File: src/rtl/btn_hold_detector_pkg.sv
// Shared types and helpers for the multi-channel button hold detector.
package btn_hold_detector_pkg;

    typedef enum logic [2:0] {
        ST_IDLE      = 3'd0,
        ST_DEB_PRESS = 3'd1,
        ST_PRESSED   = 3'd2,
        ST_LONG_HELD = 3'd3,
        ST_DEB_REL   = 3'd4
    } btn_state_t;

    // Map a raw pin to "1 = pressed" regardless of board wiring.
    function automatic logic norm_polarity(input logic raw, input logic active_high);
        return raw ^ ~active_high;
    endfunction

endpackage

File: src/rtl/btn_channel.sv
// One button channel: 2-FF synchroniser, debounce/hold FSM, tick-based counters.
module btn_channel
    import btn_hold_detector_pkg::*;
#(
    parameter int DEBOUNCE_TICKS = 20,
    parameter int LONG_TICKS     = 5000,
    parameter int ACTIVE_HIGH    = 1
) (
    input  logic clk,
    input  logic rst,
    input  logic i_tick,
    input  logic i_btn,
    output logic o_level,
    output logic o_short,
    output logic o_long,
    output logic o_hold
);

    localparam int DEB_W  = $clog2(DEBOUNCE_TICKS + 1);
    localparam int HOLD_W = $clog2(LONG_TICKS + 1);
    localparam logic [DEB_W-1:0]  DEB_LAST  = DEB_W'(DEBOUNCE_TICKS);
    localparam logic [HOLD_W-1:0] HOLD_LAST = HOLD_W'(LONG_TICKS);

    btn_state_t        r_state, w_state;
    logic              r_sync_meta, r_sync;
    logic [DEB_W-1:0]  r_deb_cnt, w_deb_cnt, w_deb_inc;
    logic [HOLD_W-1:0] r_hold_cnt, w_hold_cnt, w_hold_inc;
    logic              r_was_long, w_was_long;
    logic              r_level, w_level;
    logic              r_hold, w_hold;
    logic              r_short, w_short;
    logic              r_long, w_long;

    assign w_deb_inc  = r_deb_cnt + DEB_W'(1);
    assign w_hold_inc = r_hold_cnt + HOLD_W'(1);

    // NOTE: state is updated only with non-blocking assignments so every register
    // samples the pre-edge values; the async reset clears all of it, synchroniser included.
    always_ff @(posedge clk or negedge rst) begin
        if (!rst) begin
            r_sync_meta <= 1'b0;
            r_sync      <= 1'b0;
            r_state     <= ST_IDLE;
            r_deb_cnt   <= '0;
            r_hold_cnt  <= '0;
            r_was_long  <= 1'b0;
            r_level     <= 1'b0;
            r_hold      <= 1'b0;
            r_short     <= 1'b0;
            r_long      <= 1'b0;
        end else begin
            r_sync_meta <= norm_polarity(i_btn, ACTIVE_HIGH != 0);
            r_sync      <= r_sync_meta;
            r_state     <= w_state;
            r_deb_cnt   <= w_deb_cnt;
            r_hold_cnt  <= w_hold_cnt;
            r_was_long  <= w_was_long;
            r_level     <= w_level;
            r_hold      <= w_hold;
            r_short     <= w_short;
            r_long      <= w_long;
        end
    end

    // NOTE: every output of this block gets a default first, so no path can infer a latch.
    always_comb begin
        w_state    = r_state;
        w_deb_cnt  = r_deb_cnt;
        w_hold_cnt = r_hold_cnt;
        w_was_long = r_was_long;
        w_level    = r_level;
        w_hold     = r_hold;
        w_short    = 1'b0;
        w_long     = 1'b0;

        unique case (r_state)
            ST_IDLE: begin
                if (r_sync) begin
                    w_deb_cnt = '0;
                    w_state   = ST_DEB_PRESS;
                end
            end
            ST_DEB_PRESS: begin
                if (!r_sync) begin
                    w_deb_cnt = '0;
                    w_state   = ST_IDLE;
                end else if (i_tick) begin
                    if (w_deb_inc == DEB_LAST) begin
                        w_deb_cnt  = '0;
                        w_hold_cnt = '0;
                        w_level    = 1'b1;
                        w_state    = ST_PRESSED;
                    end else begin
                        w_deb_cnt = w_deb_inc;
                    end
                end
            end
            ST_PRESSED: begin
                // Input change wins over a coincident tick.
                if (!r_sync) begin
                    w_deb_cnt  = '0;
                    w_was_long = 1'b0;
                    w_state    = ST_DEB_REL;
                end else if (i_tick) begin
                    w_hold_cnt = w_hold_inc;
                    if (w_hold_inc == HOLD_LAST) begin
                        w_long  = 1'b1;
                        w_hold  = 1'b1;
                        w_state = ST_LONG_HELD;
                    end
                end
            end
            ST_LONG_HELD: begin
                if (!r_sync) begin
                    w_deb_cnt  = '0;
                    w_was_long = 1'b1;
                    w_state    = ST_DEB_REL;
                end
            end
            ST_DEB_REL: begin
                if (r_sync) begin
                    w_state = r_was_long ? ST_LONG_HELD : ST_PRESSED;
                end else if (i_tick) begin
                    if (w_deb_inc == DEB_LAST) begin
                        w_deb_cnt = '0;
                        w_level   = 1'b0;
                        w_hold    = 1'b0;
                        w_short   = ~r_was_long;
                        w_state   = ST_IDLE;
                    end else begin
                        w_deb_cnt = w_deb_inc;
                    end
                end
            end
            default: w_state = ST_IDLE;
        endcase
    end

    assign o_level = r_level;
    assign o_short = r_short;
    assign o_long  = r_long;
    assign o_hold  = r_hold;

endmodule

File: src/rtl/btn_hold_detector.sv
// N-channel button debounce and short/long press classifier sharing one tick prescaler.
module btn_hold_detector
    import btn_hold_detector_pkg::*;
#(
    parameter int N_BTN          = 4,
    parameter int TICK_DIV       = 50000,
    parameter int DEBOUNCE_TICKS = 20,
    parameter int LONG_TICKS     = 5000,
    parameter int ACTIVE_HIGH    = 1
) (
    input  logic             clk,
    input  logic             rst,
    input  logic [N_BTN-1:0] btn_in,
    output logic [N_BTN-1:0] btn_level,
    output logic [N_BTN-1:0] short_pulse,
    output logic [N_BTN-1:0] long_pulse,
    output logic [N_BTN-1:0] hold_active
);

    localparam int PRESC_W = $clog2(TICK_DIV);

    logic [PRESC_W-1:0] r_presc;
    logic               w_tick;

    assign w_tick = (r_presc == PRESC_W'(TICK_DIV - 1));

    always_ff @(posedge clk or negedge rst) begin
        if (!rst) begin
            r_presc <= '0;
        end else if (w_tick) begin
            r_presc <= '0;
        end else begin
            r_presc <= r_presc + PRESC_W'(1);
        end
    end

    for (genvar g = 0; g < N_BTN; g++) begin : g_ch
        btn_channel #(
            .DEBOUNCE_TICKS (DEBOUNCE_TICKS),
            .LONG_TICKS     (LONG_TICKS),
            .ACTIVE_HIGH    (ACTIVE_HIGH)
        ) u_ch (
            .clk     (clk),
            .rst     (rst),
            .i_tick  (w_tick),
            .i_btn   (btn_in[g]),
            .o_level (btn_level[g]),
            .o_short (short_pulse[g]),
            .o_long  (long_pulse[g]),
            .o_hold  (hold_active[g])
        );
    end

endmodule
File: config.mk
export PLATFORM = sky130hd
export DESIGN_NAME = btn_hold_detector
export DESIGN_NICKNAME = d
export VERILOG_FILES = /design/src/rtl/btn_hold_detector_pkg.sv /design/src/rtl/btn_channel.sv /design/src/rtl/btn_hold_detector.sv
export SDC_FILE = /design/constraint.sdc
export NUM_CORES = 1
export LEC_CHECK = 0
export CAP_MARGIN = 20
export CORE_MARGIN = 1.5
export CORE_UTILIZATION = 60
export DETAILED_ROUTE_END_ITERATION = 12
export GPL_ROUTABILITY_DRIVEN = 0
export PLACE_DENSITY = 0.86
export SLEW_MARGIN = 20
export SYNTH_ARGS = -nofsm -noshare
export SYNTH_HDL_FRONTEND = slang
export SYNTH_SLANG_ARGS = --single-unit
File: constraint.sdc
create_clock -name clk -period 4.2 [get_ports clk]
set_input_delay 0.63 -clock clk [delete_from_list [all_inputs] [get_ports clk]]
set_output_delay 0.63 -clock clk [all_outputs]
set_load 0.01 [all_outputs]
==> reports/qor.yml <==
finish:
  drive_above_1_share_pct: 7.96
  final_cell_mix: "dfrtp_1 (128), nor2_1 (98), o21ai_0 (98), nand2_1 (68), nand3_1 (44)"
  area_growth_pct: 9.79
  fin_nets: 860
  layout_commonest_cell: "dfrtp_1"
  antennaDiodeCount: 0
route:
  drt_iter0_markers: 518
  viasPerCell: 6.16
  via_count: 6297
  ant_nets: 0
  drtPass1Iterations: 5
  finalWirelength_um: 15300
  wl_per_cell_um: 15.0
  drc: 0
critical_path:
  crit_chain: "nor4_4, and4_2, nand3_1, a31oi_1, o21ai_0, o21ai_0"
  path_class: "reg -> reg"
  path_max_fanout: 34
  critPathLaunchType: "flip-flop"
  critPathBufInv: 0
  crit_path_top_delay_cell: "and4_2"
  rrSetupSlack_ns: 1.29
  r2r-start: "r_presc[5]$_DFF_PN0_"
  end_kind: "flip-flop"
  cp_data_required_time_ns: 4.54
  critPathLaunch: "r_presc[5]$_DFF_PN0_"
  slowest_delay_ns: 0.73
  arrival_ns: 3.24
  path_delay_family: "simple AND/OR/NAND/NOR gates"
  crit_path_frequent_cell: "o21ai_0"
logic_synthesis:
  yosysSeqAreaShare_pct: 42.1
  syn_inst: 859
  yosysTopAreaCell: "dfrtp_1"
  ys_warn_count: 0
  synthArstFlopShare_pct: 100
  synth_area_leaders: "dfrtp_1 (42%), o21ai_0 (6.4%), nor2_1 (4.8%)"
  synth_nets: 878
  syn_area_um2: 7610
  synth_ff_type: "dfrtp_1"
  ys_ff_latch: 128
  synth_top_area_share_pct: 42.1
  syn_area_per_cell_um2: 8.86
  synth_edf_count: 0
  synthDistinctLibCells: 75
pwr:
  combPwrFrac_pct: 6.2
  internal-power_mw: 2.45
  p_clk_share_pct: 52.3
  p_switching_uw: 709
  seq_power_share_pct: 41.5
  switching_share_pct: 22.5
  ir_worst_vdd_mv: 0.262
  cellPowerDensity_nw_per_um2: 378
  p_leak_nw: 3.50
timing:
  finalCritPeriodShare_pct: 69.2
  fin_setup_tns_ns: 0
  post-route-min-period_ns: 2.91
  worst_clock_skew_ns: 0.0103
  drv_slew: 0
  rsz0062_at_grt: "no"
  setup_violations: 0
  hold_violations: 0
  layout_setup_ws_ns: 1.29
  max_freq_mhz: 344
  tightest_slew_ns: 0.977
  slew_headroom_pct: 34.6
floorplanning:
  ioPinCount: 22
  die_area_um2: 13400
  start_util_pct: 62.3
  fp.dieW_um: 116
  core_um2: 12200
  die_h_um: 116
  rows: 40
grt:
  grt_usage_pct: 24.6
  grt_overflow: 0
  grt_max_degree: 68
  antenna_found_initial: 0
  grt_pass1_vias: 5712
  grt_first_pass_wirelength_um: 26400
placement:
  dp_hpwl_um: 9930
  dp_slack_ns: 1.34
  portBuffers: 21
cts:
  cts_root_buffer: "clkbuf_16"
  cts_buffer_depth: 2
  clk_latency_ns: 0.43
  postCtsSetupBuffers: 0
  cts_resized: 0
  htree_levels: 4
  cts_buffers: 17
  cts_hold_buf: 0
  cts_tree: "yes"
  clk_pin_slew_ns: 0.06
  cts_sinks: 128
status:
  status: "finished clean"
hold_path:
  hold_path_class: "in -> async"
job:
  max_cap_viol_count: 0
==> worst reg2reg max path, cell delays in order, from the launching register on <==
cell,delay [ns]
dfrtp_1,0.45
nor4_4,0.45
and4_2,0.73
nand3_1,0.61
a31oi_1,0.32
o21ai_0,0.13
o21ai_0,0.12
==> metal layers <==
layer	vias up	global-route usage (%)	routed length (um)
met5	-	0	0
met1	3014	33.2	7150
met2	162	38.7	7260
met4	0	8.86	239
met3	25	6.43	669
li1	3096	-	-
==> final timing paths <==
check | endpoint | depth (start not counted)
setup / recovery | g_ch[0].u_ch.r_hold_cnt[10]$_DFFE_PN0P_ | 6
hold / removal | g_ch[0].u_ch.r_hold_cnt[11]$_DFFE_PN0P_ | 1
setup reg to reg | g_ch[0].u_ch.r_hold_cnt[10]$_DFFE_PN0P_ | 6
hold reg to reg | g_ch[1].u_ch.r_sync$_DFF_PN0_ | 0
max in group asynchronous | g_ch[1].u_ch.r_hold_cnt[11]$_DFFE_PN0P_ | 2
min in group clk | g_ch[1].u_ch.r_sync$_DFF_PN0_ | 0
==> sequential cells by signal, indices dropped and copies added (netlist names) <==
register               flops
g_ch.u_ch.r_sync           4
g_ch.u_ch.r_state         12
g_ch.u_ch.r_sync_meta      4
g_ch.u_ch.o_level          4
g_ch.u_ch.r_hold_cnt      52
g_ch.u_ch.r_was_long       4
g_ch.u_ch.r_deb_cnt       20
r_presc                   16
g_ch.u_ch.o_long           4
g_ch.u_ch.o_hold           4
g_ch.u_ch.o_short          4
==> cell families after synthesis <==
kind of cell | Yosys count | synth area share [%]
AO/OA/AOI/OAI | 229 | 18.9
XOR/XNOR | 29 | 3.34
adder cells (fa/ha/maj) | 13 | 2.14
buffers and inverters | 75 | 5.41
flip-flops | 128 | 42.1
multiplexers | 19 | 2.61
AND/OR/NAND/NOR | 366 | 25.5
==> Yosys cell counts, types with 3 or more instances <==
| library cell | n |
|---|---|
| a211oi_1 | 4 |
| a21boi_0 | 3 |
| a21o_1 | 3 |
| a21oi_1 | 33 |
| a21oi_2 | 3 |
| a22o_1 | 5 |
| a22oi_1 | 4 |
| a31oi_1 | 16 |
| a32oi_1 | 3 |
| a41oi_1 | 4 |
| and2_1 | 16 |
| and3_1 | 19 |
| and4_1 | 8 |
| and4bb_2 | 3 |
| buf_2 | 12 |
| buf_4 | 18 |
| buf_6 | 6 |
| clkbuf_1 | 22 |
| dfrtp_1 | 128 |
| ha_1 | 13 |
| inv_1 | 15 |
| mux2_2 | 6 |
| mux2i_1 | 12 |
| nand2_1 | 68 |
| nand2b_1 | 15 |
| nand3_1 | 44 |
| nand3b_1 | 3 |
| nand4_1 | 21 |
| nand4b_1 | 5 |
| nor2_1 | 98 |
| nor2b_1 | 13 |
| nor3_1 | 13 |
| nor3b_1 | 8 |
| nor4_1 | 7 |
| o211ai_1 | 4 |
| o21a_1 | 3 |
| o21ai_0 | 98 |
| o31ai_1 | 22 |
| or3_1 | 4 |
| or3b_2 | 3 |
| xnor2_1 | 10 |
| xor2_1 | 19 |
==> power by group through the flow <==
stage               clock network (mW)  registers [mW]  logic (mW)
global route                      1.73            1.32       0.221
CTS                               1.67            1.31       0.197
detailed placement                   0            1.33       0.196
floorplan                            0            1.29       0.182
global placement                     0            1.33       0.192
finish                            1.65            1.31       0.196
==> layout make-up <==
class                           instances  area (um2)
Multi-Input combinational cell        656        4000
Fill cell                             991        3850
Sequential cell                       128        3200
Clock buffer                           22         484
Timing Repair Buffer                   23         226
Tap cell                              168         210
Clock inverter                         10         180
Inverter                               15        56.3
==> per-stage QoR <==
| step | total power [mW] | instances | area [um2] | util (%) | hold slack (ns) |
|---|---|---|---|---|---|
| global placement | 1.52 | 990 | 7690 | 63.0 | 0.333 |
| CTS | 3.18 | 1022 | 8360 | 68.5 | 0.209 |
| detailed placement | 1.53 | 990 | 7690 | 63.0 | 0.338 |
| floorplan | 1.47 | 859 | 7610 | - | 0.331 |
| finish | 3.16 | 1022 | 8360 | 68.5 | 0.187 |
| global route | 3.27 | 1022 | 8360 | 68.5 | 0.238 |
No activity file was read; power rests on OpenSTA's default activity.
